**config.mk**
```make
export PLATFORM = sky130hd
export DESIGN_NAME = mem_access_stage
export DESIGN_NICKNAME = d
export VERILOG_FILES = /design/src/rtl/mem_access_stage.sv
export SDC_FILE = /design/constraint.sdc
export NUM_CORES = 1
export LEC_CHECK = 0
export ABC_AREA = 1
export BUFFER_PORTS_ARGS = -buffer_cell sky130_fd_sc_hd__buf_2
export CAP_MARGIN = 0
export CELL_PAD_IN_SITES_DETAIL_PLACEMENT = 1
export CELL_PAD_IN_SITES_GLOBAL_PLACEMENT = 2
export CORE_MARGIN = 2
export CORE_UTILIZATION = 26
export DETAILED_ROUTE_END_ITERATION = 7
export GPL_ROUTABILITY_DRIVEN = 0
export PLACE_DENSITY = 0.87
export SYNTH_ARGS = -nofsm -noshare
export SYNTH_HDL_FRONTEND = slang
export SYNTH_SLANG_ARGS = --single-unit
```
**constraint.sdc**
```tcl
create_clock -name clk -period 1.66 [get_ports clk]
set_input_delay 0.083 -clock clk [delete_from_list [all_inputs] [get_ports clk]]
set_output_delay 0.083 -clock clk [all_outputs]
set_load 0.02 [all_outputs]
```
**src/rtl/mem_access_stage.sv**
```systemverilog
// ---------------------------------------------------------------------------
// mem_access_stage
// MEM pipeline stage plus MEM/WB register. Runs LDUR/LDURB/STUR against a
// variable-latency data memory over a req/ack handshake, stalls upstream
// while an access is outstanding and produces the WB writeback value.
//
// State table
//   S_IDLE | no access outstanding; non-memory ops pass straight to MEM/WB
//   S_WAIT | dmem_req held, waiting for dmem_ack or timeout
//
// Ports
//   clk, reset              clock (rising edge), async active-low reset
//   MEM_*                   EX/MEM register outputs (control, Rd, ALU, store data)
//   dmem_req/we/addr/wdata/size, dmem_ack/rdata   data memory handshake
//   mem_stall               hold upstream pipe (combinational)
//   WB_RegWrite/Rd/MemToRegOut  MEM/WB register
//   mem_fault               sticky misalign / bad size / timeout flag
// ---------------------------------------------------------------------------
module mem_access_stage #(
    parameter int DATA_W  = 64,
    parameter int TIMEOUT = 16
) (
    input  logic              clk,
    input  logic              reset,
    input  logic              MEM_RegWrite,
    input  logic              MEM_MemWrite,
    input  logic              MEM_read_enable,
    input  logic              MEM_MemToReg,
    input  logic              MEM_NOOP,
    input  logic [3:0]        MEM_xfer_size,
    input  logic [4:0]        MEM_Rd,
    input  logic [DATA_W-1:0] MEM_ALUResult_out,
    input  logic [DATA_W-1:0] MEM_RegB_content,
    output logic              dmem_req,
    output logic              dmem_we,
    output logic [DATA_W-1:0] dmem_addr,
    output logic [DATA_W-1:0] dmem_wdata,
    output logic [3:0]        dmem_size,
    input  logic              dmem_ack,
    input  logic [DATA_W-1:0] dmem_rdata,
    output logic              mem_stall,
    output logic              WB_RegWrite,
    output logic [4:0]        WB_Rd,
    output logic [DATA_W-1:0] WB_MemToRegOut,
    output logic              mem_fault
);

    localparam int CNT_W = (TIMEOUT > 1) ? $clog2(TIMEOUT) : 1;
    localparam logic [CNT_W-1:0] CNT_LAST = CNT_W'(TIMEOUT - 1);

    typedef enum logic {S_IDLE, S_WAIT} state_t;

    state_t             r_state;
    logic [CNT_W-1:0]   r_cnt;

    logic               w_memop;
    logic               w_size_ok;
    logic               w_misalign;
    logic               w_bad;
    logic               w_last;
    logic [2:0]         w_align_mask;
    logic [DATA_W-1:0]  w_loadval;
    logic [DATA_W-1:0]  w_result;

    assign w_memop   = !MEM_NOOP && (MEM_MemWrite || MEM_read_enable);
    assign w_size_ok = (MEM_xfer_size == 4'd1) || (MEM_xfer_size == 4'd2) ||
                       (MEM_xfer_size == 4'd4) || (MEM_xfer_size == 4'd8);
    // For legal sizes, size-1 over the low three bits is the alignment mask
    // (8 wraps to 3'b000 - 1 = 3'b111).
    assign w_align_mask = MEM_xfer_size[2:0] - 3'd1;
    assign w_misalign   = (MEM_ALUResult_out[2:0] & w_align_mask) != 3'd0;
    assign w_bad        = !w_size_ok || w_misalign;
    assign w_last       = (r_cnt == CNT_LAST);

    always_comb begin
        w_loadval = dmem_rdata;
        case (dmem_size)
            4'd1:    w_loadval = DATA_W'(dmem_rdata[7:0]);
            4'd2:    w_loadval = DATA_W'(dmem_rdata[15:0]);
            4'd4:    w_loadval = DATA_W'(dmem_rdata[31:0]);
            default: w_loadval = dmem_rdata;
        endcase
    end

    // Stores (MemWrite wins) always write back the ALU result.
    assign w_result = (MEM_MemToReg && !MEM_MemWrite) ? w_loadval : MEM_ALUResult_out;

    // Gated by reset so every output reads 0 while reset is held.
    assign mem_stall = reset && ((r_state == S_IDLE) ? (w_memop && !w_bad)
                                                     : (!dmem_ack && !w_last));

    always_ff @(posedge clk or negedge reset) begin
        if (!reset) begin
            r_state        <= S_IDLE;
            r_cnt          <= '0;
            dmem_req       <= 1'b0;
            dmem_we        <= 1'b0;
            dmem_addr      <= '0;
            dmem_wdata     <= '0;
            dmem_size      <= '0;
            WB_RegWrite    <= 1'b0;
            WB_Rd          <= '0;
            WB_MemToRegOut <= '0;
            mem_fault      <= 1'b0;
        end else begin
            case (r_state)
                S_IDLE: begin
                    if (!w_memop) begin
                        WB_RegWrite    <= MEM_RegWrite && !MEM_NOOP;
                        WB_Rd          <= MEM_Rd;
                        WB_MemToRegOut <= MEM_ALUResult_out;
                    end else if (w_bad) begin
                        mem_fault   <= 1'b1;
                        WB_RegWrite <= 1'b0;
                    end else begin
                        dmem_req    <= 1'b1;
                        dmem_we     <= MEM_MemWrite;
                        dmem_addr   <= MEM_ALUResult_out;
                        dmem_wdata  <= MEM_RegB_content;
                        dmem_size   <= MEM_xfer_size;
                        r_cnt       <= '0;
                        WB_RegWrite <= 1'b0;
                        r_state     <= S_WAIT;
                    end
                end
                S_WAIT: begin
                    if (dmem_ack) begin
                        dmem_req       <= 1'b0;
                        WB_RegWrite    <= MEM_RegWrite;
                        WB_Rd          <= MEM_Rd;
                        WB_MemToRegOut <= w_result;
                        r_state        <= S_IDLE;
                    end else if (w_last) begin
                        dmem_req    <= 1'b0;
                        mem_fault   <= 1'b1;
                        WB_RegWrite <= 1'b0;
                        r_state     <= S_IDLE;
                    end else begin
                        r_cnt       <= r_cnt + 1'b1;
                        WB_RegWrite <= 1'b0;
                    end
                end
                default: r_state <= S_IDLE;
            endcase
        end
    end

endmodule

```
* Yosys cells after proc, flatten, opt, wreduce, memory -nomap -nowiden
Cells that the tools add are included. W data, S select, Z words.
Word-level totals: flip-flop bits (word level) 210, word-level logic and storage cells 88
Cells by class: add/subtract/negate cells 2, equal/unequal tests 17, mux-type cells 32, bitwise gates (word level) 3, reduce and logical (&&, ||, !) cells 23
Operators with widths (count):
- $mux W64 | 3
- $pmux W64 S3 | 1
- $pmux W64 S2 | 1
- $mux W4 | 4
- $mux W1 | 15
- $ne A2 B2 Y1 const B | 7
- $mux W5 | 2
- $pmux W5 S2 | 1
- $eq A4 B1 Y1 const B | 2
- $eq A4 B2 Y1 const B | 2
- $eq A4 B3 Y1 const B | 2
- $eq A4 B4 Y1 const B | 2
- $pmux W1 S2 | 4
- $pmux W4 S2 | 1
- $reduce_and A4 Y1 | 2
- $logic_and A1 B1 Y1 | 6
- $logic_not A1 Y1 | 6
- $reduce_and A3 Y1 | 2
- $logic_or A1 B1 Y1 | 5
- $add A4 B1 Y4 const B | 1
- $and A3 B3 Y3 | 1
- $ne A3 B2 Y1 const B | 1
- $reduce_bool A3 Y1 | 1
- $sub A3 B1 Y3 const B | 1
- other kinds (3) | 4

* Longest topological paths before layout
Gate-level depths: netlist of run 1.
depth in word-level cells 10, gate-level depth with buffers 12, mapped depth without buffers 10

* Worst setup path before layout of run 1
Ideal clock, no wire load.
path kind flip-flop to output port, start reg r_state, end out mem_stall, arrival time 1.426 ns, slack 0.151 ns, stages on the path, launching flop included 8, path through dfrtp_1 -> inv_2 -> nand2_1 -> nor2_2 -> nand4_2 -> buf_6 -> buf_6 -> a21boi_1
On the way: word-level cells in the longest chain between the ends 2
RTL lines:
- start, declared | line 53 | state_t r_state;
- start signal, assigned | line 94 | r_state <= S_IDLE;
- start signal, assigned | line 123 | r_state <= S_WAIT;
- start signal, assigned | line 132 | r_state <= S_IDLE;
- $mux W1 | line 89 | assign mem_stall = reset && ((r_state == S_IDLE) ? (w_memop && !w_bad)
- $logic_and A1 B1 Y1 | line 89
- end, declared | line 41 | output logic mem_stall,
Every way passes these cells.

* Worst setup path after layout of run 1
start reg r_cnt[0], end out mem_stall
On the way: word-level cells in the longest chain between the ends 5
RTL lines:
- start, declared | line 54 | logic [CNT_W-1:0] r_cnt;
- start signal, assigned | line 139 | r_cnt <= r_cnt + 1'b1;
- $eq A4 B4 Y1 | line 73 | assign w_last = (r_cnt == CNT_LAST);
- $logic_not A1 Y1 | line 90 | : (!dmem_ack && !w_last));
- $logic_and A1 B1 Y1 | line 90
- $mux W1 | line 89
- $logic_and A1 B1 Y1 | line 89
Every way passes these cells.

==> results_dict.tcl, run 1 <==
set metrics [dict create \
    first_pass_iters 4 \
    mappedNetlistNets 1347 \
    relSlewSlack_pct 62.4 \
    grt_usage_pct 20.8 \
    finalSetupViolations 1 \
    io-pin-count 415 \
    combPwrFrac_pct 33.7 \
    syn_area_per_cell_um2 8.14 \
    vias_per_cell 4.44 \
    cap_viol_max_count 0 \
    max_slew.worst_pin.slew_ns 0.564 \
    cp-end-kind "output pin" \
    clk_latency_ns 0.53 \
    core_area_um2 34700 \
    rsz0062_at_grt "yes" \
    place_ws_ns -0.0121 \
    portBuffers 414 \
    p_clk_share_pct 29.3 \
    power_leakage_nw 8.18 \
    clock_path_buffers 3 \
    grt_pass1_wl_um 60400 \
    cts_tree "built" \
    grt_start_max_net_pins 92 \
    grt_pass1_vias 11200 \
    yosysUniqueCellTypes 28 \
    p_sw_share_pct 36.7 \
    yosysWarningCount 0 \
    die_w_um 192 \
    cts.reportedPaths.clkPinSlew_ns 0.06 \
    cp-startpoint "r_cnt[0]" \
    dp_hpwl_um 25400 \
    regToRegSetupSlack_ns 0.09 \
    clock-root-buffer "clkbuf_16" \
    antenna_found_initial 4 \
    drc_errors 0 \
    fin_util_pct 44.3 \
    r2r_cells 9 \
    drtIter0Drc 371 \
    grt_overflow 0 \
    cp_max_fo 2 \
    seqCellArea_um2 5260 \
    cts_made_buffers 26 \
    worstSetupPathType "reg -> out" \
    antenna_left 0 \
    multi_input_area_um2 3080 \
    cp_top_family "flip-flops" \
    cts_num_sinks 210 \
    period_needed_ns 1.74 \
    vdd_drop_max_mv 0.656 \
    netlist_area_um2 9220 \
    fin_nets 1994 \
    setup_ws_ns -0.0818 \
    syn_inst 1133 \
    worstPathRequired_ns 1.58 \
    routed_wl_um 39800 \
    slowest_stage "dfrtp_1" \
    switchingPower_mw 7.13 \
    fmax_mhz 574 \
    die_h_um 192 \
    slew_violations 0 \
    area_delta_synth_final_pct 66.8 \
    setup_tns_ns -0.0818 \
    r2r_end "WB_MemToRegOut[34]" \
    htree_num_levels 1 \
    outcome "finished with violations" \
    worstPathArrival_ns 1.66 \
    ys_ff_latch 210 \
    fp.dieArea_um2 37000 \
    p_int_mw 12.3 \
    vias 10000 \
    hp-class "in -> async" \
    period_share_pct 105 \
    violations "setup timing" \
    fillers 4201 \
    critPathCapture "mem_stall" \
    cp-start-kind "register" \
    fin_total_pwr_mw 19.4 \
    r2r-start "r_state" \
    worst-path-stages 7 \
    critPathMaxStageDelay_ns 0.39 \
    ys_seq_area_share_pct 57.0 \
    wl_per_cell_um 17.6 \
    start_util_pct 26.6 \
    clock_skew_ns 0.00789 \
    num_rows 68 \
    drive_above_1_share_pct 30.1 \
    hold_viol_final 0 \
    powerDensity_nw_per_um2 1260 \
    seqPwrFrac_pct 36.9 \
    critical_path_buf_inv_count 2 \
    path_cells "ha_2, nand2_2, inv_2, nand2_4, nand3_4, a21boi_2, buf_6" \
]
[power by group through the flow]
stage               clock (mW)  sequential (mW)  combinational, mW
finish                    5.69             7.16               6.54
global route              6.10             7.32               7.08
CTS                       5.89             7.14               6.25
detailed placement           0             7.21               5.80
global placement             0             7.15               5.68
floorplan                    0             8.70               1.57
[flip-flops by register name, summed over array words and instances (netlist names)]
signal          flops
r_cnt               4
dmem_addr          64
dmem_we             1
r_state             1
WB_Rd               5
dmem_req            1
dmem_size           4
WB_MemToRegOut     64
mem_fault           1
dmem_wdata         64
WB_RegWrite         1
[worst min path at each step]
| stage | to | slack [ns] | cells past startpoint |
|---|---|---|---|
| floorplan | WB_MemToRegOut[0] | -0.21 | 0 |
| finish | dmem_wdata[44] | 0.09 | 3 |
| global placement | dmem_wdata[61] | -0.04 | 1 |
| global route | dmem_wdata[49] | 0.09 | 3 |
| CTS | dmem_wdata[44] | 0.07 | 3 |
| detailed placement | dmem_wdata[61] | -0.04 | 1 |
[cells in the mapped netlist]
library cell	number	area [um2]
a31oi_1	16	100
nor3_1	1	5.00
o21bai_1	2	15.0
o21ai_2	4	35.0
o21ai_0	102	510
nand4_1	1	6.26
nor2_2	1	6.26
nor2_1	217	815
ha_1	5	62.6
a21boi_1	1	7.51
buf_2	25	125
a21oi_1	16	80.1
nand3_1	18	90.1
dfrtp_1	210	5260
clkinv_1	1	3.75
xor2_1	1	8.76
clkbuf_1	20	75.1
buf_4	1	7.51
nand3_2	1	10.0
or2_2	1	6.26
nand3b_1	1	7.51
inv_2	5	18.8
buf_1	7	26.3
nand2_1	247	927
buf_6	9	101
o21ai_1	62	310
inv_1	157	589
nand4_2	1	12.5
[worst register-to-register path: cells and delay by family, from the launching register on]
kind                   cells  cell delay, ns
buffers and inverters      4            0.56
AOI/OAI and AO/OA          2            0.19
and+or+nand+nor            3            0.30
DFF                        1            0.39
[kinds of logic after synthesis]
logic type	share of synthesized area [%]
and+or+nand+nor	20.5
buffers and inverters	10.3
DFF	57.0
AOI/OAI and AO/OA	11.5
adders and majority gates	0.679
xor gates and xnor gates	0.0950
[layout by cell type, fill, tap and decap left out, types with 2 or more instances in the layout]
| cell type | count |
|---|---|
| clkbuf_16 | 29 |
| ha_1 | 4 |
| nand2_1 | 243 |
| buf_2 | 412 |
| o21ai_2 | 4 |
| a21oi_1 | 16 |
| nand2_4 | 2 |
| clkbuf_1 | 7 |
| a31oi_1 | 16 |
| buf_12 | 27 |
| nor2_2 | 3 |
| inv_1 | 156 |
| dfrtp_1 | 209 |
| nand2_2 | 2 |
| nand3_1 | 17 |
| dlygate4sd3_1 | 206 |
| clkinv_2 | 6 |
| inv_2 | 5 |
| o21ai_1 | 65 |
| nor2_4 | 2 |
| buf_4 | 32 |
| o21bai_1 | 2 |
| diode_2 | 4 |
| o21ai_0 | 99 |
| nor2_1 | 213 |
| clkbuf_8 | 7 |
[per-stage QoR]
| step | area [um2] | instances | hold slack (ns) |
|---|---|---|---|
| after detailed placement | 12200 | 1989 | -0.0402 |
| after floorplan | 9220 | 1133 | -0.213 |
| after CTS | 15200 | 2248 | 0.0682 |
| after global placement | 12200 | 1989 | -0.0432 |
| final | 15400 | 2259 | 0.0891 |
| after global routing | 15400 | 2257 | 0.0897 |
[cell type report]
type,instances,area share [%]
clock inverters,7,0.391
flip-flops and latches,210,34.2
multi-input cells,698,20.1
inverters,163,4.00
well taps,455,3.70
diodes,4,0.0651
clock buffers,41,5.19
repair buffers,681,32.4
[layer usage]
metal / global-route usage [%] / share of wire [%]
met5: 0 / 0
met1: 23.1 / 40
met4: 7.60 / 3.6
met2: 38.6 / 51
met3: 4.78 / 6.2
[what timing repair did]
item	CTS	global route
hold endpoints to repair	416	0
gates resized for setup	8	14
cloned	0	2
hold buffers	207	0
setup buffers	4	5
pin swaps	3	5
endpoints found under the setup margin	1	43
No activity file was read; power rests on OpenSTA's default activity.
==> run 2: changes to the inputs <==
--- a/config.mk
+++ b/config.mk
@@ -12,6 +12,7 @@
 export CELL_PAD_IN_SITES_GLOBAL_PLACEMENT = 2
 export CORE_MARGIN = 2
 export CORE_UTILIZATION = 26
+export CTS_BUF_LIST = sky130_fd_sc_hd__clkbuf_2
 export DETAILED_ROUTE_END_ITERATION = 7
 export GPL_ROUTABILITY_DRIVEN = 0
 export PLACE_DENSITY = 0.87
==> run 2 against run 1 <==
  * The run still ends with setup timing left
  * Global-route usage is 8.7 points higher
  * Via count rose by 28%
  * Critical path depth fell by 1
  * Count of clock-buffer cells in the layout increased by 45
==> results_dict.tcl, run 2 (synthesis gave the netlist of run 1 again) <==
set metrics [dict create \
    fin_util_pct 58.9 \
    outcome "finished with violations" \
    grt_pass1_wl_um 81400 \
    fin_nets 2392 \
    final_common_cell "dlygate4sd3_1" \
    grt_start_max_net_pins 92 \
    vias_per_cell 4.78 \
    portBuffers 414 \
    cts_made_buffers 58 \
    vias 12800 \
    relSlewSlack_pct 61.3 \
    cts_tree "built" \
    clock_skew_ns 0.0955 \
    worstSetupPathType "reg -> out" \
    antenna_left 0 \
    first_pass_iters 4 \
    die_w_um 192 \
    worstPathArrival_ns 2.15 \
    antenna_found_initial 14 \
    period_needed_ns 2.23 \
    critPathCapture "mem_stall" \
    grt_pass1_vias 14200 \
    r2r_cells 10 \
    cp_max_fo 2 \
    vdd_drop_max_mv 0.616 \
    violations "setup timing" \
    drc_errors 0 \
    reg_top3 "WB_MemToRegOut (64), dmem_addr (64), dmem_wdata (64)" \
    worstPathRequired_ns 1.58 \
    rsz0062_at_grt "yes" \
    regToRegSetupSlack_ns -0.34 \
    dp_hpwl_um 25400 \
    r2r-start "r_state" \
    timing.hold.ws_ns 0.159 \
    final_cell_mix "417 x dlygate4sd3_1, 220 x buf_6, 215 x nand2_1, 207 x buf_2, 205 x dfrtp_1" \
    fp.dieArea_um2 37000 \
    cp-end-kind "output pin" \
    io-pin-count 415 \
    wl_per_cell_um 23.5 \
    slew_violations 0 \
    clock_path_buffers 3 \
    core_area_um2 34700 \
    max_slew.worst_pin.slew_ns 0.581 \
    area_delta_synth_final_pct 122 \
    start_util_pct 26.6 \
    die_h_um 192 \
    grt_usage_pct 29.5 \
    cts.reportedPaths.clkPinSlew_ns 0.11 \
    routed_wl_um 63000 \
    fin_total_pwr_mw 22.5 \
    drtIter0Drc 552 \
    cts_num_sinks 210 \
    period_share_pct 135 \
    stdcell_area_um2 20500 \
    dpl-instance-area_um2 12200 \
    power_leakage_nw 10.4 \
    num_rows 68 \
    hp-class "in -> reg" \
    drive_above_1_share_pct 39.3 \
    finalSetupViolations 158 \
    r2r_end "WB_MemToRegOut[30]" \
    clock-root-buffer "clkbuf_2" \
    setup_tns_ns -9.75 \
    htree_num_levels 2 \
    hp-start "MEM_xfer_size[0]" \
    fmax_mhz 448 \
    powerDensity_nw_per_um2 1100 \
    clk_latency_ns 1.01 \
    cp-start-kind "register" \
    hold_viol_final 0 \
    cap_viol_max_count 0 \
    grt_overflow 0 \
    cp-startpoint "r_state" \
    setup_ws_ns -0.574 \
]
==> run 2: changes by cell type in the layout (fill, tap and decap cells not counted), moves of 17 or more <==
cell           delta
buf_6           +219
buf_2           -205
clkbuf_2         +86
o21ai_2          +25
o21ai_1          +17
nand2_2          +21
buf_4           +128
nor2_4           +30
o21ai_0          -46
dlygate4sd3_1   +211
nor2_1           -57
nand2_1          -28
clkbuf_16        -22
nor2_2           +27
==> run 2: repair_timing <==
action	CTS	global route
setup buffers	63	103
gates resized for setup	424	268
gates cloned	2	8
setup endpoints to repair	207	372
pin swaps	6	66
hold buffers	419	0
endpoints found under the hold margin	420	0
==> run 2: layout make-up <==
| type | instances | area [um2] |
|---|---|---|
| Timing Repair Buffer | 1047 | 9800 |
| Tap cell | 455 | 569 |
| Sequential cell | 210 | 5260 |
| Clock buffer | 86 | 430 |
| Fill cell | 3959 | 14300 |
| Multi-Input combinational cell | 698 | 3680 |
| Clock inverter | 15 | 56.3 |
| Inverter | 163 | 619 |
| Antenna cell | 14 | 35.0 |
==> run 2: worst min-delay path by stage <==
| stage | to | slack (ns) | cells after the start |
|---|---|---|---|
| 2_1_floorplan | WB_MemToRegOut[0] | -0.21 | 0 |
| 3_3_place_gp | dmem_wdata[61] | -0.04 | 1 |
| 3_5_place_dp | dmem_wdata[61] | -0.04 | 1 |
| 4_1_cts | mem_fault | -0.05 | 10 |
| 5_1_grt | dmem_size[0] | 0.12 | 5 |
| 6_report | dmem_size[0] | 0.16 | 5 |
==> run 2: report_power, final <==
part	leakage [nW]	internal [mW]	switching (mW)	total [mW]
clock	0.381	1.36	2.61	3.97
combinational	7.45	5.46	5.48	10.9
sequential	2.56	6.38	1.24	7.63
total	10.4	13.2	9.33	22.5
==> run 2: routing by layer <==
metal	share of wire (%)	global-route usage (%)	vias to the layer above
met4	7.7	22.1	0
met3	6.4	7.77	300
met1	33	27.9	6298
met2	53	54.3	642
li1	-	-	5609
met5	0	0	-
==> run 2: metrics by stage <==
stage | setup slack (ns) | cells
floorplan | 0.151 | 1133
detailed placement | -0.0121 | 1989
CTS | -0.679 | 2573
finish | -0.574 | 2688
global route | -0.667 | 2686
global placement | 0.0417 | 1989
==> run 2: critical path: stages, from the launching register on <==
cell	delay, ns
dfrtp_1	0.42
inv_2	0.08
nand2_1	0.09
nor2_4	0.13
nand4_4	0.10
a21boi_2	0.17
buf_6	0.15
